## src/rtl/mips_core_pkg.sv

```systemverilog
// rtl/mips_core_pkg.sv - shared types and counter widths for the fetch redirect controller
package mips_core_pkg;

  typedef enum logic [1:0] {
    SRC_NONE = 2'd0,
    SRC_ID   = 2'd1,
    SRC_EX   = 2'd2
  } redirect_src_t;

  typedef enum logic {
    IDLE = 1'b0,
    HELD = 1'b1
  } redirect_state_t;

  localparam int STAT_REDIRECTS_W   = 32;
  localparam int STAT_HELD_W        = 32;
  localparam int STAT_EX_OVERRIDE_W = 16;

endpackage

```

## src/rtl/sat_counter.sv

```systemverilog
// rtl/sat_counter.sv - saturating up-counter with synchronous clear
module sat_counter #(
  parameter int WIDTH = 16
) (
  input  logic             clk,
  input  logic             inc,
  input  logic             clr,
  output logic [WIDTH-1:0] count
);

  always_ff @(posedge clk) begin
    if (clr) begin
      count <= '0;
    end else if (inc && (count != {WIDTH{1'b1}})) begin
      count <= count + 1'b1;
    end
  end

endmodule

```

## src/rtl/fetch_redirect_ctrl.sv

```systemverilog
// rtl/fetch_redirect_ctrl.sv - sequences EX/ID redirects into fetch load_pc; FETCH_REDIRECT_STATS_EN adds counters
module fetch_redirect_ctrl
  import mips_core_pkg::*;
#(
  parameter int ADDR_WIDTH = 26
) (
  input  logic                  clk,
  input  logic                  rst,
  input  logic                  i_stall,
  input  logic                  i_ex_valid,
  input  logic [ADDR_WIDTH-1:0] i_ex_pc,
  input  logic                  i_id_valid,
  input  logic [ADDR_WIDTH-1:0] i_id_pc,
  output logic                  o_load_we,
  output logic [ADDR_WIDTH-1:0] o_load_pc,
  output logic                  o_flush_if,
  output logic                  o_flush_id,
  output logic                  o_pending
`ifdef FETCH_REDIRECT_STATS_EN
  ,
  output logic [STAT_REDIRECTS_W-1:0]   o_stat_redirects,
  output logic [STAT_HELD_W-1:0]        o_stat_held_cycles,
  output logic [STAT_EX_OVERRIDE_W-1:0] o_stat_ex_overrides
`endif
);

  redirect_state_t       state_q, state_d;
  logic [ADDR_WIDTH-1:0] pend_pc_q, pend_pc_d;
  redirect_src_t         pend_src_q, pend_src_d;

  always_ff @(posedge clk) begin
    if (rst) begin
      state_q    <= IDLE;
      pend_pc_q  <= '0;
      pend_src_q <= SRC_NONE;
    end else begin
      state_q    <= state_d;
      pend_pc_q  <= pend_pc_d;
      pend_src_q <= pend_src_d;
    end
  end

  always_comb begin
    state_d    = state_q;
    pend_pc_d  = pend_pc_q;
    pend_src_d = pend_src_q;
    o_load_we  = 1'b0;
    o_load_pc  = '0;
    o_flush_if = 1'b0;
    o_flush_id = 1'b0;
    o_pending  = 1'b0;
    case (state_q)
      IDLE: begin
        // Load is driven even when stalled; fetch ignores it and we replay from HELD.
        if (i_ex_valid) begin
          o_load_we  = 1'b1;
          o_load_pc  = i_ex_pc;
          o_flush_if = 1'b1;
          o_flush_id = 1'b1;
          if (i_stall) begin
            state_d    = HELD;
            pend_pc_d  = i_ex_pc;
            pend_src_d = SRC_EX;
          end
        end else if (i_id_valid) begin
          o_load_we  = 1'b1;
          o_load_pc  = i_id_pc;
          o_flush_if = 1'b1;
          if (i_stall) begin
            state_d    = HELD;
            pend_pc_d  = i_id_pc;
            pend_src_d = SRC_ID;
          end
        end
      end
      HELD: begin
        o_pending = 1'b1;
        o_load_we = 1'b1;
        o_load_pc = pend_pc_q;
        // ID requests are dropped here: the pending redirect is older or the same jump.
        if (i_ex_valid) begin
          o_load_pc  = i_ex_pc;
          o_flush_if = 1'b1;
          o_flush_id = 1'b1;
          pend_pc_d  = i_ex_pc;
          pend_src_d = SRC_EX;
        end
        if (!i_stall) begin
          state_d    = IDLE;
          pend_src_d = SRC_NONE;
        end
      end
      default: begin
        state_d    = IDLE;
        pend_src_d = SRC_NONE;
      end
    endcase
  end

`ifdef FETCH_REDIRECT_STATS_EN
  logic accept, held, ex_override;

  assign accept      = i_ex_valid || (i_id_valid && (state_q == IDLE));
  assign held        = (state_q == HELD);
  assign ex_override = i_ex_valid && held && (pend_src_q == SRC_ID);

  sat_counter #(.WIDTH(STAT_REDIRECTS_W)) u_cnt_redirects (
    .clk   (clk),
    .inc   (accept),
    .clr   (rst),
    .count (o_stat_redirects)
  );

  sat_counter #(.WIDTH(STAT_HELD_W)) u_cnt_held (
    .clk   (clk),
    .inc   (held),
    .clr   (rst),
    .count (o_stat_held_cycles)
  );

  sat_counter #(.WIDTH(STAT_EX_OVERRIDE_W)) u_cnt_ex_overrides (
    .clk   (clk),
    .inc   (ex_override),
    .clr   (rst),
    .count (o_stat_ex_overrides)
  );
`endif

endmodule

```

## config.mk

```make
export PLATFORM = sky130hd
export DESIGN_NAME = fetch_redirect_ctrl
export DESIGN_NICKNAME = d
export VERILOG_FILES = /design/src/rtl/mips_core_pkg.sv /design/src/rtl/sat_counter.sv /design/src/rtl/fetch_redirect_ctrl.sv
export SDC_FILE = /design/constraint.sdc
export NUM_CORES = 1
export LEC_CHECK = 0
export BUFFER_PORTS_ARGS = -buffer_cell sky130_fd_sc_hd__buf_2
export CORE_MARGIN = 4
export CORE_UTILIZATION = 44
export DETAILED_ROUTE_END_ITERATION = 12
export HOLD_SLACK_MARGIN = 0.12
export PLACE_DENSITY = 0.79
export SKIP_LAST_GASP = 1
export SLEW_MARGIN = 20
export SYNTH_ARGS = -nofsm -noshare
export SYNTH_HDL_FRONTEND = slang
export SYNTH_SLANG_ARGS = --single-unit
```

## constraint.sdc

```tcl
create_clock -name clk -period 1.6 [get_ports clk]
set_clock_uncertainty 0.15 [all_clocks]
set_input_delay 0.24 -clock clk [delete_from_list [all_inputs] [get_ports clk]]
set_output_delay 0.24 -clock clk [all_outputs]
set_load 0.01 [all_outputs]
```

==> results of run 1 <==
[worst max-delay path: cells and delay by family (launching register included)]
kind	cells	cell delay, ps
simple gates	1	110
mux	2	510
flops	1	450
buf+inv	2	320
[per-layer routing]
metal | wire length [um] | up-vias | part of all wire
met5 | 0 | - | 0
li1 | - | 911 | -
met1 | 2630 | 961 | 0.38
met4 | 230 | 0 | 0.033
met3 | 404 | 16 | 0.059
met2 | 3630 | 92 | 0.53
[cells by family after synthesis]
logic type,after synthesis
AOI/OAI and AO/OA,33
and+or+nand+nor,31
DFF,27
buffers and inverters,15
muxes,50
[repair_timing]
item                                    4_1_cts  5_1_grt
endpoints found under the setup margin       28       49
buffers inserted                             42       11
endpoints found under the hold margin         1        0
gates resized for setup                      14       43
hold buffers                                  2        0
gates cloned                                  1        3
pin swaps                                     3        2
[area by class of cell]
type / instances / share of cell area
Sequential cell: 27 / 0.182
Timing Repair Buffer: 175 / 0.402
Multi-Input combinational cell: 114 / 0.384
Tap cell: 46 / 0.0193
Clock buffer: 4 / 0.00879
Inverter: 2 / 0.00335
[path summary, 6_finish.rpt]
check,endpoint,slack [ps],startpoint,depth (start not counted)
worst min register to register,pend_pc_q[20],330,pend_pc_q[20],1
worst max-delay path,o_load_pc[4],-490,state_q,5
worst min-delay path,pend_pc_q[20],170,i_ex_pc[20],4
worst max register to register,pend_pc_q[4],-470,state_q,10
[cell usage after synthesis, drive strengths merged]
master,n
dfxtp,27
mux2,25
mux2i,25
nor2,25
o2bb2ai,25
buf,13
a21oi,4
a21o,2
inv,2
nor3b,2
a22o,1
nand2b,1
nand3,1
nor2b,1
nor3,1
o21ai,1
[metrics by stage]
step | instance area [sq um] | setup WS [ps] | cells
after floorplan | 1600 | 0.0486 | 156
after global placement | 2290 | -56.3 | 310
after detailed placement | 2290 | -71.3 | 310
after CTS | 2730 | -387 | 359
after global routing | 2990 | -544 | 368
final | 2990 | -493 | 368
[power breakdown]
| part | switching (mW) | total, mW | internal, mW | leakage, nW |
|---|---|---|---|---|
| clock network | 0.203 | 0.301 | 0.0975 | 0.0150 |
| logic | 0.377 | 0.905 | 0.527 | 1.22 |
| registers | 0.0440 | 0.773 | 0.729 | 0.223 |
[registers in the layout (all words and copies together), names as in the netlist]
signal and flops:
pend_pc_q 26, state_q 1
==> impl_metrics.csv, run 1 <==
group,metric,value,unit
timing,report.final.slew_viol_count,0,
pwr,power.total,1.98,mW
setup_path,end_kind,"output pin",
floorplan,design.die.area,4660,sq um
job,cap_violations,0,
synth,synth_area_leaders,"dfxtp_1 (34%), mux2_2 (18%), mux2i_1 (16%), o2bb2ai_1 (14%), nor2_1 (5.9%)",
global_routing,grtUsageTotal,0.238,
global_routing,use_met2,0.437,
synth,avgSynthCellArea,10.3,sq um
layout,seq_area,544,sq um
place,hpwl,3240,um
timing,fin_crit,2090,ps
floorplan,start_util,0.468,
floorplan,dieWidth,68.3,um
synth,ys_warn_count,0,
detailed_routing,detail-route-antenna-nets,0,
global_routing,use_met1,0.283,
timing,final.period_utilization,1.31,
synth,synth_xor_area_frac,0,
place,port_buffers,86,
setup_path,worstPathCellList,"buf_6 -> mux2_4 -> mux2i_2 -> nor2_1 -> buf_2",
global_routing,grt_overflow,0,
timing,worstMarginPinSlew,232,ps
setup_path,startpoint_type,"flip-flop",
setup_path,crit_slowest_cell,"dfxtp_4",
global_routing,grt_pass1_vias,1831,
pwr,power_leakage,1.46,nW
synth,synthAdderAreaFrac,0,
place,globalplace.congestion,0.775,
layout,multi_input_area,1150,sq um
clock_tree,clockBufferDepth,2,
clock_tree,root_buffer,"clkbuf_4",
setup_path,crit_path_max_fanout,6,
setup_path,cpPeakStageDelay,450,ps
synth,synth-simple-area-share,0.0962,
pwr,cellPowerDensity,662,nW/um^2
detailed_routing,via_per_inst,5.38,
timing,hold_viol,0,
setup_path,critical_path_arrival,1700,ps
global_routing,global_route.usage.met3,0.0279,
clock_tree,cts_tree,"yes",
worst_hold_path,hp-class,"primary input to flip-flop",
synth,ys_types,19,
floorplan,row_count,21,
clock_tree,clk_pin_slew,150,ps
layout,nets,380,
floorplan,io_pins,87,
run_status,violations,"negative setup slack",
synth,syn_area,1600,sq um
clock_tree,cts-htree-levels,1,
timing,setup_ws,-493,ps
layout,antenna_cells,0,
synth,synth_top_cell_area_share,0.338,
synth,ys_seq_elements,27,
setup_path,crit_required,1210,ps
timing,tns,-15520,ps
synth,synth_top_family_by_area,"multiplexers",
detailed_routing,totalWireLength,6890,um
run_status,outcome,"complete, but fails checks",
global_routing,grt_max_degree,20,
global_routing,grt.busiest_layer,"met2",
synth,synthCells,156,
timing,maxSlewHeadroom,0.841,
synth,muxShareOfSynthArea,0.333,
pwr,ir_drop,468,uV
detailed_routing,remaining_drc_errors,0,
global_routing,grt_pass1_wl,8420,um
layout,area_delta_synth_final,86.9,%
clock_tree,insertion_delay,320,ps
floorplan,die_y,68.3,um
floorplan,core,3420,sq um
clock_tree,cts_buffers,3,
synth,synth_area_leader_cell,"dfxtp_1",
layout,drive_gt1_frac,0.736,
setup_path,path_class,"flip-flop to output pin",
detailed_routing,vias,1980,
synth,syn_nets,213,
layout,mostFrequentLayoutCells,"buf_2 (87), buf_4 (75), dfxtp_1 (26), nor2_1 (25), mux2i_2 (19)",
synth,synth-compound-area-share,0.170,
clock_tree,cts.sinks,27,
timing,rsz0062_at_grt,"yes",
detailed_routing,drtIter0Drc,76,
layout,layout_commonest_cell,"buf_2",
detailed_routing,wire_per_inst,18.7,um
timing,fin_hold_ws,165,ps
detailed_routing,drtPass1Iterations,4,
timing,setup_viol,55,
timing,fmax,0.478,GHz
layout,n_fill_cell,175,
layout,fin_util,0.875,
synth,seq_area_frac_synth,0.338,
global_routing,antenna_found_initial,0,
Note: power is estimated with default switching activity, not from simulation.
==> inputs of run 2 (changes only) <==
ABC_AREA = 1   (was default)
CORE_UTILIZATION = 47   (was 44)
PLACE_DENSITY = 0.8   (was 0.79)
==> run 2 against run 1 <==
Effect of this change:
- the flow still finishes with violations (negative setup slack)
- worst setup slack improved by 380 ps
- first-iteration DRC count fell by 18%
- global-route usage down 5.2 points
- via count rose by 13%
- clock power rose by 25%
- hold slack lost 5.6 ps
- critical path type unchanged
- highest routed layer unchanged
==> impl_metrics.csv, run 2 <==
group,metric,value,unit
synth,synth-main-ff-cell,"dfxtp_1",
pwr,p_seq_frac,0.431,
setup_path,crit_required,1210,ps
detailed_routing,drtPass1Iterations,4,
synth,syn_area,1950,sq um
pwr,p_sw,586,uW
setup_path,startpoint_type,"flip-flop",
synth,synth_area_leaders,"dfxtp_1 (28%), nand2_1 (26%), nor2_1 (10%), or2_1 (7.4%), nand3_1 (6.7%)",
layout,area_delta_synth_final,32.5,%
setup_path,path_class,"flip-flop to output pin",
global_routing,grt_overflow,0,
timing,hold_viol,0,
synth,synth_area_leader_cell,"dfxtp_1",
worst_hold_path,holdPathEnd,"pend_pc_q[6]",
timing,fmax,0.585,GHz
layout,largest_reg_flops,26,
layout,top_regs,"pend_pc_q (26), state_q (1)",
synth,ys_warn_count,0,
clock_tree,insertion_delay,260,ps
layout,antenna_cells,0,
layout,largest_register,"pend_pc_q",
setup_path,r2r_start,"state_q",
clock_tree,clk_pin_slew,90,ps
clock_tree,clockBufferDepth,2,
layout,nets,490,
setup_path,crit_path_max_fanout,12,
setup_path,r2r_cells,8,
pwr,combPwrFrac,0.359,
setup_path,critical_path_arrival,1320,ps
setup_path,regToRegEndpoint,"pend_pc_q[14]",
timing,setup_viol,26,
pwr,ir_drop,369,uV
timing,maxSlewHeadroom,0.513,
pwr,switching_share,0.327,
place,port_buffers,86,
clock_tree,root_buffer,"clkbuf_8",
synth,synthCells,347,
floorplan,design.die.area,5250,sq um
run_status,outcome,"complete, but fails checks",
layout,layout_commonest_cell,"nand2_1",
clock_tree,cts_buffers,3,
place,place_ws,17.8,ps
floorplan,die_y,72.5,um
synth,ys_seq_elements,27,
setup_path,reg2reg_slack,130,ps
place,hpwl,3560,um
synth,ys_types,20,
place,globalplace.congestion,0.788,
synth,synth_edf_count,0,
pwr,cellPowerDensity,693,nW/um^2
synth,synthTopCellsByCount,"nand2_1 (134), nor2_1 (52), inv_1 (29)",
timing,final.period_utilization,1.07,
detailed_routing,detail-route-antenna-nets,0,
global_routing,grt_pass1_wl,8250,um
floorplan,start_util,0.488,
clock_tree,cts-htree-levels,1,
worst_hold_path,holdCritStartpoint,"i_ex_pc[6]",
synth,syn_nets,404,
layout,n_fill_cell,391,
worst_hold_path,min_delay_path_depth,4,
run_status,violations,"negative setup slack",
synth,avgSynthCellArea,5.63,sq um
global_routing,antenna_found_initial,0,
setup_path,end_kind,"output pin",
timing,setup_ws,-111,ps
pwr,p_int,1.21,mW
floorplan,io_pins,87,
pwr,power.total,1.79,mW
detailed_routing,remaining_drc_errors,0,
timing,tns,-1620,ps
synth,seq_area_frac_synth,0.277,
global_routing,grt_pass1_vias,2016,
global_routing,grtUsageTotal,0.186,
detailed_routing,wire_per_inst,10.2,um
detailed_routing,drtIter0Drc,62,
floorplan,core,4000,sq um
synth,async_flop_share,0,
floorplan,dieWidth,72.5,um
timing,worstMarginPinSlew,726,ps
floorplan,row_count,23,
detailed_routing,totalWireLength,4930,um
synth,synth_top_cell_area_share,0.277,
clock_tree,cts.sinks,27,
worst_hold_path,hp-class,"primary input to flip-flop",
clock_tree,cts_tree,"yes",
pwr,power_leakage,1.45,nW
layout,mostFrequentLayoutCells,"nand2_1 (134), buf_2 (86), nor2_1 (52), inv_1 (29)",
timing,fin_crit,1710,ps
pwr,clock_power_share,0.210,
detailed_routing,vias,2239,
layout,drive_gt1_frac,0.262,
synth,synth.most_common_cell,"nand2_1",
detailed_routing,via_per_inst,4.65,
timing,report.final.slew_viol_count,0,
timing,rsz0062_at_grt,"yes",
job,cap_violations,0,
global_routing,grt_max_degree,31,
## run 2: changes by cell type in the layout (fill, tap and decap cells not counted), moves of 12 or more
cell       previous run  this run
buf_4                75         5
inv_1                 0        29
o2bb2ai_1            17         0
nor2_1               25        52
or2_1                 0        23
a21oi_1               2        24
nand3_1               1        26
nand2_1               0       134
mux2i_2              19         0
mux2_4               13         0
mux2_2               12         0
## run 2: through the flow
step / hold WS [ps] / instance area [sq um] / util / std cells
2_1_floorplan: 167 / 1950 / - / 347
6_report: 160 / 2590 / 0.647 / 482
3_5_place_dp: 286 / 2460 / 0.615 / 474
5_1_grt: 166 / 2590 / 0.647 / 482
3_3_place_gp: 286 / 2460 / 0.615 / 474
4_1_cts: 160 / 2560 / 0.640 / 481
## run 2: worst max-delay path: stages (launching register included)
cell and delay (ps):
dfxtp_4 450, buf_8 160, nand2_1 60, nand3_1 90
nand2_1 60, nor2_1 100, buf_2 140
## run 2: final cells by class
cell class | count | area, sq um | share of cell area
Timing Repair Buffer | 101 | 643 | 0.249
Inverter | 33 | 134 | 0.0517
Tap cell | 50 | 62.6 | 0.0242
Multi-Input combinational cell | 267 | 1160 | 0.447
Clock buffer | 3 | 41.3 | 0.0160
Clock inverter | 1 | 5.00 | 0.00193
Sequential cell | 27 | 544 | 0.210
## run 2: cell families (layout without fill, tap and decap cells)
kind of cell | Yosys count | count (layout) | synth area share
and+or+nand+nor | 241 | 241 | 0.524
DFF | 27 | 27 | 0.277
AOI/OAI and AO/OA | 26 | 26 | 0.0666
buffers and inverters | 53 | 138 | 0.133
## run 2: worst max path at each step
| stage | startpoint | endpoint | slack, ps | cells after the start |
|---|---|---|---|---|
| after CTS | state_q | o_load_pc[15] | -110 | 6 |
| final | state_q | o_load_pc[15] | -110 | 6 |
| after floorplan | state_q | o_load_pc[10] | 140 | 6 |
| after detailed placement | state_q | o_load_pc[15] | 20 | 6 |
| after global placement | state_q | o_load_pc[13] | 80 | 6 |
| after global routing | state_q | o_load_pc[7] | -230 | 6 |
## run 2: repair_timing
item | 4_1_cts | 5_1_grt
endpoints found under the hold margin | 1 | 0
gates resized for setup | 9 | 2
setup buffers | 1 | 0
gates cloned | 0 | 1
endpoints found under the setup margin | 27 | 29
pin swaps | 1 | 0
hold buffers | 2 | 0
## run 2: power groups by stage
| stage | clock (mW) | combinational, mW | sequential [mW] |
|---|---|---|---|
| 2_1_floorplan | 0 | 0.414 | 0.777 |
| 4_1_cts | 0.390 | 0.636 | 0.771 |
| 5_1_grt | 0.421 | 0.734 | 0.781 |
| 6_report | 0.377 | 0.644 | 0.772 |
| 3_3_place_gp | 0 | 0.609 | 0.782 |
| 3_5_place_dp | 0 | 0.620 | 0.785 |
## run 2: routing by layer
layer,vias up,track usage,wire (um)
met5,-,0,0
met4,0,0.0451,43
met3,4,0.0194,294
met2,53,0.346,2480
met1,956,0.229,2110
li1,1226,-,-
